## src/rtl/multi_cycle_control.sv

```systemverilog
// Main control FSM for a multi-cycle MIPS-style datapath.
// Moore machine: strobes decode from the state register and the opcode latched in DECODE.
module multi_cycle_control (
   input  logic       CLK,
   input  logic       Reset,
   input  logic [5:0] Opcode,
   output logic [3:0] ALUOp,
   output logic       PCWrite,
   output logic       PCWriteCond,
   output logic       IorD,
   output logic       MemRead,
   output logic       MemWrite,
   output logic       IRWrite,
   output logic       MemtoReg,
   output logic       RegWrite,
   output logic       RegDst,
   output logic       ALUSrcA,
   output logic       SignExtend,
   output logic [1:0] ALUSrcB,
   output logic [1:0] PCSource,
   output logic [3:0] State
);

   typedef enum logic [3:0] {
      FETCH  = 4'd0,
      DECODE = 4'd1,
      MEMADR = 4'd2,
      MEMRD  = 4'd3,
      MEMWB  = 4'd4,
      MEMWR  = 4'd5,
      REXEC  = 4'd6,
      RCOMP  = 4'd7,
      BRANCH = 4'd8,
      JUMP   = 4'd9,
      IEXEC  = 4'd10,
      ICOMP  = 4'd11
   } state_t;

   localparam logic [5:0] OP_RTYPE = 6'b000000;
   localparam logic [5:0] OP_LW    = 6'b100011;
   localparam logic [5:0] OP_SW    = 6'b101011;
   localparam logic [5:0] OP_BEQ   = 6'b000100;
   localparam logic [5:0] OP_J     = 6'b000010;
   localparam logic [5:0] OP_ADDI  = 6'b001000;
   localparam logic [5:0] OP_ADDIU = 6'b001001;
   localparam logic [5:0] OP_ANDI  = 6'b001100;
   localparam logic [5:0] OP_ORI   = 6'b001101;
   localparam logic [5:0] OP_SLTI  = 6'b001010;

   localparam logic [3:0] ALU_ADD  = 4'b0010;
   localparam logic [3:0] ALU_SUB  = 4'b0110;
   localparam logic [3:0] ALU_AND  = 4'b0000;
   localparam logic [3:0] ALU_OR   = 4'b0001;
   localparam logic [3:0] ALU_SLT  = 4'b0111;
   localparam logic [3:0] ALU_FUNC = 4'b1111;

   state_t     state;
   state_t     next_state;
   logic [5:0] op_q;

   always_ff @(posedge CLK) begin
      if (Reset) begin
         state <= FETCH;
         op_q  <= 6'b000000;
      end else begin
         state <= next_state;
         if (state == DECODE) begin
            op_q <= Opcode;
         end
      end
   end

   assign State = state;

   always_comb begin
      next_state  = FETCH;
      ALUOp       = 4'b0000;
      PCWrite     = 1'b0;
      PCWriteCond = 1'b0;
      IorD        = 1'b0;
      MemRead     = 1'b0;
      MemWrite    = 1'b0;
      IRWrite     = 1'b0;
      MemtoReg    = 1'b0;
      RegWrite    = 1'b0;
      RegDst      = 1'b0;
      ALUSrcA     = 1'b0;
      SignExtend  = 1'b0;
      ALUSrcB     = 2'b00;
      PCSource    = 2'b00;

      if (Reset) begin
         // Show the fetch decode with every architectural write suppressed.
         MemRead = 1'b1;
         ALUSrcB = 2'b01;
         ALUOp   = ALU_ADD;
      end else begin
         case (state)
            FETCH: begin
               MemRead    = 1'b1;
               IRWrite    = 1'b1;
               PCWrite    = 1'b1;
               ALUSrcB    = 2'b01;
               ALUOp      = ALU_ADD;
               next_state = DECODE;
            end
            DECODE: begin
               ALUSrcB    = 2'b11;
               ALUOp      = ALU_ADD;
               SignExtend = 1'b1;
               // The only place the live Opcode is consulted; it is latched on this same edge.
               case (Opcode)
                  OP_RTYPE:                      next_state = REXEC;
                  OP_LW, OP_SW:                  next_state = MEMADR;
                  OP_BEQ:                        next_state = BRANCH;
                  OP_J:                          next_state = JUMP;
                  OP_ADDI, OP_ADDIU, OP_ANDI,
                  OP_ORI, OP_SLTI:               next_state = IEXEC;
                  default:                       next_state = FETCH;
               endcase
            end
            MEMADR: begin
               ALUSrcA    = 1'b1;
               ALUSrcB    = 2'b10;
               ALUOp      = ALU_ADD;
               SignExtend = 1'b1;
               if (op_q == OP_LW) begin
                  next_state = MEMRD;
               end else if (op_q == OP_SW) begin
                  next_state = MEMWR;
               end else begin
                  next_state = FETCH;
               end
            end
            MEMRD: begin
               MemRead    = 1'b1;
               IorD       = 1'b1;
               next_state = MEMWB;
            end
            MEMWB: begin
               RegWrite   = 1'b1;
               MemtoReg   = 1'b1;
               next_state = FETCH;
            end
            MEMWR: begin
               MemWrite   = 1'b1;
               IorD       = 1'b1;
               next_state = FETCH;
            end
            REXEC: begin
               ALUSrcA    = 1'b1;
               ALUOp      = ALU_FUNC;
               next_state = RCOMP;
            end
            RCOMP: begin
               RegDst     = 1'b1;
               RegWrite   = 1'b1;
               next_state = FETCH;
            end
            BRANCH: begin
               ALUSrcA     = 1'b1;
               ALUOp       = ALU_SUB;
               PCWriteCond = 1'b1;
               PCSource    = 2'b01;
               next_state  = FETCH;
            end
            JUMP: begin
               PCWrite    = 1'b1;
               PCSource   = 2'b10;
               next_state = FETCH;
            end
            IEXEC: begin
               ALUSrcA    = 1'b1;
               ALUSrcB    = 2'b10;
               SignExtend = 1'b1;
               case (op_q)
                  OP_ANDI: begin
                     ALUOp      = ALU_AND;
                     SignExtend = 1'b0;
                  end
                  OP_ORI: begin
                     ALUOp      = ALU_OR;
                     SignExtend = 1'b0;
                  end
                  OP_SLTI: ALUOp = ALU_SLT;
                  default: ALUOp = ALU_ADD;
               endcase
               next_state = ICOMP;
            end
            ICOMP: begin
               RegWrite   = 1'b1;
               next_state = FETCH;
            end
            default: begin
               next_state = FETCH;
            end
         endcase
      end
   end

endmodule

```

## config.mk

```make
export PLATFORM = sky130hd
export DESIGN_NAME = multi_cycle_control
export DESIGN_NICKNAME = d
export VERILOG_FILES = /design/src/rtl/multi_cycle_control.sv
export SDC_FILE = /design/constraint.sdc
export NUM_CORES = 1
export LEC_CHECK = 0
export BUFFER_PORTS_ARGS = -buffer_cell sky130_fd_sc_hd__buf_2
export CAP_MARGIN = 25
export CORE_MARGIN = 2
export CORE_UTILIZATION = 35
export CTS_CLUSTER_DIAMETER = 100
export CTS_CLUSTER_SIZE = 8
export DETAILED_ROUTE_END_ITERATION = 8
export PLACE_DENSITY_LB_ADDON = 0.2
export SLEW_MARGIN = 20
export SYNTH_ARGS = -nofsm -noshare
export SYNTH_HDL_FRONTEND = slang
export SYNTH_SLANG_ARGS = --single-unit
```

## constraint.sdc

```tcl
create_clock -name CLK -period 2.9 [get_ports CLK]
set_input_delay 0.58 -clock CLK [delete_from_list [all_inputs] [get_ports CLK]]
set_output_delay 0.58 -clock CLK [all_outputs]
set_load 0.01 [all_outputs]
```

### After elaboration in Yosys (flattened, before gate mapping)

Index checks and enable logic that the tools add are counted.

* equality and inequality tests: 25
* mux-type cells: 34
* reduce and logical (&&, ||, !) cells: 13

Operator list (count)
* $eq A6 B4 Y1 const B: 8
* $eq A6 B6 Y1 const B: 4
* $pmux W4 S6: 1
* $mux W1: 22
* $pmux W4 S5: 1
* $eq A4 B3 Y1 const B: 4
* $eq A4 B4 Y1 const B: 4
* $pmux W4 S4: 1
* $reduce_or A2 Y1: 7
* $pmux W3 S3: 1
* $eq A4 B2 Y1 const B: 2
* $eq A6 B2 Y1 const B: 1
* $eq A6 B3 Y1 const B: 1
* $logic_not A6 Y1: 1
* $mux W3: 2
* $pmux W2 S3: 1
* $reduce_or A3 Y1: 2
* $reduce_or A5 Y1: 1
* $eq A4 B1 Y1 const B: 1
* $logic_not A4 Y1: 1
* $mux W2: 2
* $mux W4: 1
* $pmux W2 S2: 1
* $reduce_or A4 Y1: 1
* $pmux W1 S2: 1

* bits in registers: 10
* input port bits: 8
* output and inout port bits: 23
* word-level logic and storage cells: 74

### Longest topological paths before layout

Gate-level depths: netlist of run 1.

* depth in word-level cells: 5
* mapped depth: 5
* gate-level depth less buffers: 4

### Worst setup path before layout of run 1

No wires, ideal clock.

* path type: reg-to-output
* from: register state[1], in the netlist State[1]
* to: output ALUOp[0]
* arrival: 1595 ps
* data required time: 2320 ps
* setup slack: 725 ps
* cell stages (with the launch flop): 6
* buffers on the path: 1
* cells stage by stage: dfxtp_1 -> clkbuf_1 -> nor2b_1 -> nor2_1 -> nor3_1 -> nor3b_1

* cells in the longest elaborated chain, start to end: 4
* elaborated cells on any way between the ends: 9
* classes of those cells: 5 x eq/ne; 2 x mux; 2 x reduce/logical

RTL lines
* start, declared: line 57 `state_t state;`
* start signal, assigned: line 66 `state <= next_state;`
* $eq A4 B1 Y1 (tied with other cells): line 98 `case (state)`
* $reduce_or A3 Y1 (no line)
* $pmux W4 S4 (*): line 98
* $mux W4 (*): line 92 `if (Reset) begin`
* end, declared: line 7 `output logic [3:0] ALUOp,`

Mark *: on every way between the ends. The rest lies on a longest branch, timed or not.

### Final worst setup path of run 1

* from: register state[3], in the netlist State[3]
* to: output ALUOp[0]

The elaborated chain is that of the path after synthesis.

==> impl_metrics.json, run 1 <==
{
  "slew_headroom_pct": 67.2,
  "synth-seq-cells": 10,
  "antenna_found_initial": 0,
  "crit_type": "reg2out",
  "antenna_left": 0,
  "finish.utilization_pct": 45.5,
  "grt_max_degree": 22,
  "setup_tns_ns": 0,
  "min_period_ns": 2.49,
  "worstReg2RegStart": "State[0]",
  "viasPerCell": 5.53,
  "die_y_um": 52.5,
  "synth.area.top_cells": "dfxtp_1 (24%), nand2_1 (8.2%), a21oi_1 (7.9%)",
  "rows": 17,
  "netlist-cell-type-count": 34,
  "r2r-end": "State[1]",
  "yosysTopAreaCell": "dfxtp_1",
  "cts_tree": "yes",
  "ios": 31,
  "hp-start": "op_q[5]",
  "drc": 0,
  "yosysSeqAreaShare_pct": 24.3,
  "holdBufCountCts": 0,
  "setup_viol": 0,
  "fill_cells": 252,
  "skew_ns": 0.000283,
  "cp.required_ns": 2.32,
  "clock_latency_ns": 0.27,
  "cts_resized": 0,
  "fin_crit_sh_pct": 85.9,
  "syn_inst": 123,
  "leakage_nw": 0.420,
  "max_cap_viol_count": 0,
  "hold_depth": 2,
  "crit_path_max_fanout": 16,
  "final_cells": 176,
  "synth_edf_count": 0,
  "place.gp.congestion": 0.852,
  "ys.flop_type": "dfxtp_1",
  "synth_nets": 131,
  "power_mw": 0.359,
  "synth_top_area_share_pct": 24.3,
  "hold_viol": 0,
  "vias": 973,
  "start_util_pct": 37.2,
  "cts_made_buffers": 3,
  "n_antenna_cell": 0,
  "coreArea_sq_um": 2210,
  "yosysWarnings": 0,
  "reg2regPathDepth": 3,
  "hpwl_um": 1680,
  "grt_pass1_vias": 803,
  "synthToLayoutAreaGrowth_pct": 22.2,
  "die_area_sq_um": 2760,
  "firstDrtPassIters": 4,
  "synth.avg_cell_area_sq_um": 6.69,
  "root_buffer": "clkbuf_4",
  "outcome": "complete, no violations",
  "fmax_mhz": 402,
  "drt_wl_total_um": 2180,
  "powerDensity_nw_per_um2": 357,
  "tightest_slew_ns": 0.492,
  "slowest_stage": "dfxtp_1",
  "synth.most_common_cell": "nand2_1",
  "routedWlPerCell_um": 12.4,
  "max-vdd-ir-drop_uv": 234,
  "start_kind": "flip-flop",
  "path_clk_slew_ns": 0.06,
  "cp-end-kind": "primary output",
  "reg2reg_slack_ns": 0.92,
  "htree_levels": 1,
  "grt_pass1_wl_um": 3520,
  "grt_use_total_pct": 17.0,
  "max_stage_delay_ns": 0.60,
  "ys_top_cells_by_count": "nand2_1 (18), a21oi_1 (13), dfxtp_1 (10), nor2_1 (9), nor3_1 (8)",
  "fin_ws_ns": 0.410,
  "drt_iter0_drc": 29,
  "port_buffers": 30,
  "synthArstFlopShare_pct": 0,
  "grt-ovfl-total": 0,
  "die_x_um": 52.5,
  "netlist_area_sq_um": 823,
  "clockBufferDepth": 2,
  "rsz0062_at_grt": "no",
  "hp-class": "reg2reg",
  "finalInstanceArea_sq_um": 1010,
  "slew_violations": 0,
  "dpl_cell_area_sq_um": 970,
  "clock-sinks": 10,
  "hold_slack_ns": 0.478,
  "preCtsSetupSlack_ns": 0.712,
  "cts_setup_buffers": 0,
  "cp.arrival_ns": 1.91,
  "crit_path_cell_trace": "nor2b_1 -> nor2_1 -> nor3_1 -> nor3b_1 -> buf_2",
  "dpl.cell_count": 172,
  "nets": 157,
  "drive_above_1_share_pct": 24.3,
  "min_to": "op_q[5]"
}
## placed cells by master, fill, tap and decap left out, drive strengths merged
cell type	netlist	layout
or4	2	2
nor2	9	9
o21a	2	2
or3	1	1
nand3	2	2
buf	2	30
and4b	1	1
a31o	1	1
a211oi	3	3
a21o	1	1
nor3b	4	4
nand3b	3	3
a2bb2oi	1	1
a21oi	13	13
o21ai	4	4
xor2	1	1
a31oi	3	3
inv	3	3
o21bai	3	3
nand2	18	18
clkbuf	7	4
xnor2	1	1
nor2b	6	6
nor4b	1	1
or4b	1	1
dfxtp	10	10
nand2b	6	6
nor4	2	2
or2	3	3
o22ai	1	1
nor3	8	8
## layout make-up
| class | count | area, sq um | area share, % |
|---|---|---|---|
| inverter | 3 | 11.3 | 1.12 |
| clock buffer | 4 | 36.3 | 3.61 |
| sequential | 10 | 200 | 19.9 |
| multi-input combinational | 101 | 573 | 57.0 |
| timing repair buffer | 30 | 150 | 14.9 |
| tap | 28 | 35.0 | 3.48 |
## registers in the layout, summed over array words and instances (netlist names)
| name | cells |
|---|---|
| State | 4 |
| op_q | 6 |
## worst max-delay path by stage
stage | startpoint | endpoint | cells past startpoint
floorplan | State[1] | ALUOp[0] | 5
global placement | State[3] | ALUOp[0] | 5
detailed placement | State[3] | ALUOp[0] | 5
CTS | State[3] | ALUOp[0] | 5
global route | State[3] | ALUOp[0] | 5
finish | State[3] | ALUOp[0] | 5
## power breakdown
| part | total, mW | internal (mW) | switching, mW |
|---|---|---|---|
| logic | 0.0754 | 0.0317 | 0.0436 |
| registers | 0.157 | 0.145 | 0.0120 |
| clock network | 0.126 | 0.0764 | 0.0500 |
## critical path, delay by kind of cell, from the launching register on
kind	cells	cell delay, ns
buffers and inverters	1	0.16
flip-flops	1	0.60
AND/OR/NAND/NOR	4	0.86
## metal layers
layer	global-route usage (%)	up-vias	wire, um
met5	0	-	0
met4	8.97	0	44
met3	2.00	5	156
met2	27.7	35	997
met1	21.7	446	980
li1	-	487	-
## kinds of logic (layout without fill, tap and decap cells)
group / count (synthesis) / count (layout) / synth area share [%]
AO/OA/AOI/OAI: 32 / 32 / 23.7
XOR/XNOR: 2 / 2 / 2.13
buffers and inverters: 12 / 37 / 6.08
flip-flops: 10 / 10 / 24.3
AND/OR/NAND/NOR: 67 / 67 / 43.8
Note: power is estimated with default switching activity, not from simulation.
==> inputs of run 2 (changes only) <==
--- a/config.mk
+++ b/config.mk
@@ -5,13 +5,13 @@
 export SDC_FILE = /design/constraint.sdc
 export NUM_CORES = 1
 export LEC_CHECK = 0
-export BUFFER_PORTS_ARGS = -buffer_cell sky130_fd_sc_hd__buf_2
 export CAP_MARGIN = 25
 export CORE_MARGIN = 2
 export CORE_UTILIZATION = 35
 export CTS_CLUSTER_DIAMETER = 100
 export CTS_CLUSTER_SIZE = 8
 export DETAILED_ROUTE_END_ITERATION = 8
+export DONT_BUFFER_PORTS = 1
 export PLACE_DENSITY_LB_ADDON = 0.2
 export SLEW_MARGIN = 20
 export SYNTH_ARGS = -nofsm -noshare
==> impl_metrics.json, run 2 (synthesis results as in run 1) <==
{
  "die_area_sq_um": 2760,
  "regMostFlops": "op_q",
  "cts_made_buffers": 3,
  "grt-ovfl-total": 0,
  "slew_violations": 0,
  "path_clk_slew_ns": 0.05,
  "synthToLayoutAreaGrowth_pct": 3.19,
  "setup_viol": 0,
  "fin_ws_ns": 0.293,
  "outcome": "complete, no violations",
  "hold_slack_ns": 0.397,
  "cts_tree": "yes",
  "crit_type": "reg2out",
  "final_common_cell": "nand2_1",
  "hp-class": "in2reg",
  "vias": 866,
  "cp.arrival_ns": 2.03,
  "n_antenna_cell": 0,
  "hpwl_um": 1590,
  "preCtsSetupSlack_ns": 0.585,
  "clock_latency_ns": 0.25,
  "drt_iter0_drc": 29,
  "antenna_left": 0,
  "leakage_nw": 0.276,
  "largest_reg_flops": 6,
  "reg2reg_slack_ns": 0.84,
  "start_util_pct": 37.2,
  "clockBufferDepth": 2,
  "grt_pass1_wl_um": 3580,
  "viasPerCell": 5.93,
  "place.gp.congestion": 0.817,
  "min_period_ns": 2.61,
  "drive_above_1_share_pct": 5.08,
  "ios": 31,
  "cts_setup_buffers": 0,
  "hp-start": "Reset",
  "holdBufCountCts": 0,
  "routedWlPerCell_um": 15.0,
  "firstDrtPassIters": 5,
  "powerDensity_nw_per_um2": 352,
  "grt_max_degree": 22,
  "rsz0062_at_grt": "no",
  "worstReg2RegStart": "State[0]",
  "r2r-end": "State[1]",
  "crit_path_max_fanout": 16,
  "max-vdd-ir-drop_uv": 242,
  "htree_levels": 1,
  "antenna_found_initial": 0,
  "rows": 17,
  "grt_use_total_pct": 17.1,
  "reg2regPathDepth": 3,
  "coreArea_sq_um": 2210,
  "max_cap_viol_count": 0,
  "fmax_mhz": 384,
  "die_y_um": 52.5,
  "die_x_um": 52.5,
  "slew_headroom_pct": 57.8,
  "cp-end-kind": "primary output",
  "drc": 0,
  "min_to": "op_q[3]",
  "skew_ns": 0.000429,
  "nets": 128,
  "grt_pass1_vias": 813,
  "cts_resized": 0,
  "cp.required_ns": 2.32,
  "port_buffers": 0,
  "fin_crit_sh_pct": 89.9,
  "power_mw": 0.299,
  "drt_wl_total_um": 2200,
  "hold_depth": 1,
  "hold_viol": 0,
  "clock-sinks": 10,
  "root_buffer": "clkbuf_4",
  "setup_tns_ns": 0,
  "final_cell_mix": "nand2_1 (18), a21oi_1 (13), dfxtp_1 (10)",
  "tightest_slew_ns": 0.624,
  "start_kind": "flip-flop"
}
-- run 2: changes by cell type in the layout (fill, tap and decap cells not counted), sizes merged --
cell | previous run | this run
clkbuf | 4 | 3
buf | 30 | 1
-- run 2: per-layer routing --
layer  up-vias  track usage [%]  share of wire [%]
met1       407             24.0                 49
met4         0             6.41               0.41
met3         2             3.71                7.5
met5         -                0                  0
li1        426                -                  -
met2        31             25.2                 43
-- run 2: report_power, final --
group          leakage [nW]  switching [mW]  internal, mW
Sequential           0.0818          0.0123         0.145
Clock                0.0138          0.0372        0.0473
Combinational         0.181          0.0332        0.0233
-- run 2: worst max-delay path, stage by stage (launching register included) --
cell and delay (ns):
dfxtp_1 0.50, nor2b_1 0.38, nor2_1 0.09, nor3_1 0.38, nor3b_1 0.42
-- run 2: cell type report --
type                            instances  area, sq um
Fill cell                             241         1360
Inverter                                3         11.3
Clock buffer                            3         22.5
Timing Repair Buffer                    1         7.51
Sequential cell                        10          200
Multi-Input combinational cell        101          573
Tap cell                               28         35.0
-- run 2: worst max path at each step --
| stage | from | endpoint | depth (start not counted) |
|---|---|---|---|
| final | State[2] | ALUOp[0] | 4 |
| after global routing | State[1] | ALUOp[0] | 4 |
| after floorplan | State[1] | ALUOp[0] | 5 |
| after CTS | State[2] | ALUOp[0] | 4 |
| after detailed placement | State[2] | ALUOp[0] | 4 |
| after global placement | State[2] | ALUOp[0] | 4 |
-- run 2: per-stage QoR --
stage                     util [%]  instances  area [sq um]
final                         38.4        146           850
after global routing          38.4        146           850
after CTS                     38.4        146           850
after detailed placement      37.4        143           827
after global placement        37.4        143           827
after floorplan                  -        123           823
==> inputs of run 3 (changes only) <==
--- a/config.mk
+++ b/config.mk
@@ -5,6 +5,7 @@
 export SDC_FILE = /design/constraint.sdc
 export NUM_CORES = 1
 export LEC_CHECK = 0
+export ABC_AREA = 1
 export CAP_MARGIN = 25
 export CORE_MARGIN = 2
 export CORE_UTILIZATION = 35
==> impl_metrics.json, run 3 <==
{
  "hold_viol": 0,
  "synth_nets": 153,
  "max_cap_viol_count": 0,
  "ios": 31,
  "fmax_mhz": 472,
  "place.gp.congestion": 0.780,
  "tightest_slew_ns": 0.372,
  "fill_cells": 266,
  "multi_input_comb_area_sq_um": 502,
  "crit_type": "reg2out",
  "die_y_um": 52.6,
  "synth_edf_count": 0,
  "regMostFlops": "op_q",
  "outcome": "complete, no violations",
  "grt_pass1_vias": 765,
  "final_common_cell": "nor2_1",
  "routed-wl-met2_um": 927,
  "antenna_left": 0,
  "r2r-end": "State[3]",
  "firstDrtPassIters": 5,
  "skew_ns": 0.00445,
  "slew_headroom_pct": 75.1,
  "ys_top_cells_by_count": "nor2_1 (31), nand2_1 (26), inv_1 (24), a21oi_1 (11)",
  "start_kind": "flip-flop",
  "fin_crit_sh_pct": 73.1,
  "routedWlPerCell_um": 12.1,
  "grt_pass1_wl_um": 3330,
  "setup_viol": 0,
  "drt_wl_total_um": 2100,
  "crit_path_cell_trace": "nor2_1 -> nand2_1 -> nor2_1 -> a31oi_1 -> a21oi_1",
  "start_util_pct": 37.0,
  "max-vdd-ir-drop_uv": 213,
  "coreArea_sq_um": 2230,
  "reg2regPathDepth": 6,
  "cts_made_buffers": 3,
  "crit_path_max_fanout": 6,
  "antenna_found_initial": 0,
  "seqPwrFrac_pct": 51.0,
  "netlist-cell-type-count": 23,
  "syn_inst": 145,
  "routed.top_layer": "met4",
  "cts_setup_buffers": 0,
  "yosysWarnings": 0,
  "viasPerCell": 5.31,
  "rsz0062_at_grt": "no",
  "dpl_cell_area_sq_um": 842,
  "grt_max_degree": 15,
  "largest_reg_flops": 6,
  "final-seq-area_sq_um": 200,
  "pwr-share-clk_pct": 28.5,
  "met1_length_um": 956,
  "die_x_um": 52.6,
  "worstReg2RegStart": "State[3]",
  "clock_latency_ns": 0.25,
  "cpMostUsedCell": "nor2_1",
  "hpwl_um": 1670,
  "root_buffer": "clkbuf_4",
  "n_antenna_cell": 0,
  "min_period_ns": 2.12,
  "slew_violations": 0,
  "ys.flop_type": "dfxtp_1",
  "htree_levels": 1,
  "wl_met3_um": 193,
  "synthArstFlopShare_pct": 0,
  "grt_use_total_pct": 15.9,
  "path_clk_slew_ns": 0.06,
  "final_cell_mix": "nor2_1 (31), nand2_1 (26), inv_1 (24)",
  "cp.required_ns": 2.32,
  "cts_tree": "yes",
  "rows": 17,
  "drive_above_1_share_pct": 8.97,
  "swShare_pct": 31.2,
  "port_buffers": 0,
  "powerDensity_nw_per_um2": 361,
  "cp-end-kind": "primary output",
  "drc": 0,
  "hp-start": "Reset",
  "holdBufCountCts": 0,
  "hold_depth": 1,
  "drt_iter0_drc": 15,
  "synthToLayoutAreaGrowth_pct": 4.54,
  "switchingPower_mw": 0.0975,
  "yosysTopAreaCell": "dfxtp_1",
  "yosysSeqAreaShare_pct": 24.2,
  "netlist_area_sq_um": 827,
  "setup_tns_ns": 0,
  "nets": 155,
  "synth.most_common_cell": "nor2_1",
  "synth-seq-cells": 10,
  "cp.arrival_ns": 1.54,
  "synth.avg_cell_area_sq_um": 5.70,
  "cts_resized": 0,
  "min_to": "State[3]",
  "grt-ovfl-total": 0,
  "synth.area.top_cells": "dfxtp_1 (24%), nor2_1 (14%), nand2_1 (12%)",
  "finalInstanceArea_sq_um": 865,
  "clock-sinks": 10,
  "leakage_nw": 0.401,
  "max_stage_delay_ns": 0.41,
  "p_int_mw": 0.215,
  "clockBufferDepth": 2,
  "die_area_sq_um": 2770,
  "vias": 918,
  "reg2reg_slack_ns": 1.49,
  "slowest_stage": "dfxtp_1",
  "synth_top_area_share_pct": 24.2,
  "hp-class": "in2reg",
  "pwr-share-comb_pct": 20.5
}
## run 3: changes by cell type in the layout (fill, tap and decap cells not counted), moves of 7 or more
cell / delta
nor2_1: +22
inv_1: +21
nand2_1: +8
nand3_1: +8
nor3_1: -7
o21ai_0: +7
## run 3: per-layer routing
metal	GRT usage, %	vias to the layer above
met1	21.5	405
met3	2.57	4
met2	24.8	48
met4	6.41	0
met5	0	-
li1	-	461
## run 3: worst max-delay path by stage
stage               startpoint          to  slack, ns
floorplan                Reset    RegWrite       1.07
global placement      State[1]  SignExtend       1.07
detailed placement    State[1]    RegWrite       1.05
CTS                   State[1]    RegWrite       0.77
global route          State[1]    RegWrite       0.61
finish                State[1]    RegWrite       0.78
## run 3: logic make-up after synthesis
kind of cell	count (synthesis)	share of synthesized area [%]
AND/OR/NAND/NOR	79	43.7
buffers and inverters	30	15.1
AO/OA/AOI/OAI	26	16.9
flip-flops	10	24.2
## run 3: power groups by stage
stage	logic [mW]	registers, mW	clock network, mW
after global routing	0.0736	0.160	0.103
after global placement	0.0628	0.162	0
after floorplan	0.0565	0.159	0
final	0.0640	0.159	0.0889
after detailed placement	0.0636	0.162	0
after CTS	0.0640	0.159	0.0930
## run 3: worst max-delay path: cells and delay by family, from the launching register on
kind | cells | cell delay, ns
flip-flops | 1 | 0.41
AND/OR/NAND/NOR | 3 | 0.55
AO/OA/AOI/OAI | 2 | 0.32
## run 3: final cells by class
type                            count  share of cell area, %
Multi-Input combinational cell    105                   58.0
Sequential cell                    10                   23.2
Inverter                           26                   11.3
Tap cell                           28                   4.05
Clock buffer                        3                   2.60
Timing Repair Buffer                1                  0.868
## run 3: stage by stage
stage | total power [mW] | utilization, % | hold WS [ns] | setup WS (ns) | std cells
3_5_place_dp | 0.226 | 37.7 | 0.548 | 1.05 | 170
3_3_place_gp | 0.225 | 37.7 | 0.558 | 1.07 | 170
2_1_floorplan | 0.216 | - | 0.497 | 1.07 | 145
6_report | 0.312 | 38.7 | 0.387 | 0.780 | 173
4_1_cts | 0.316 | 38.7 | 0.378 | 0.767 | 173
5_1_grt | 0.337 | 38.7 | 0.363 | 0.605 | 173
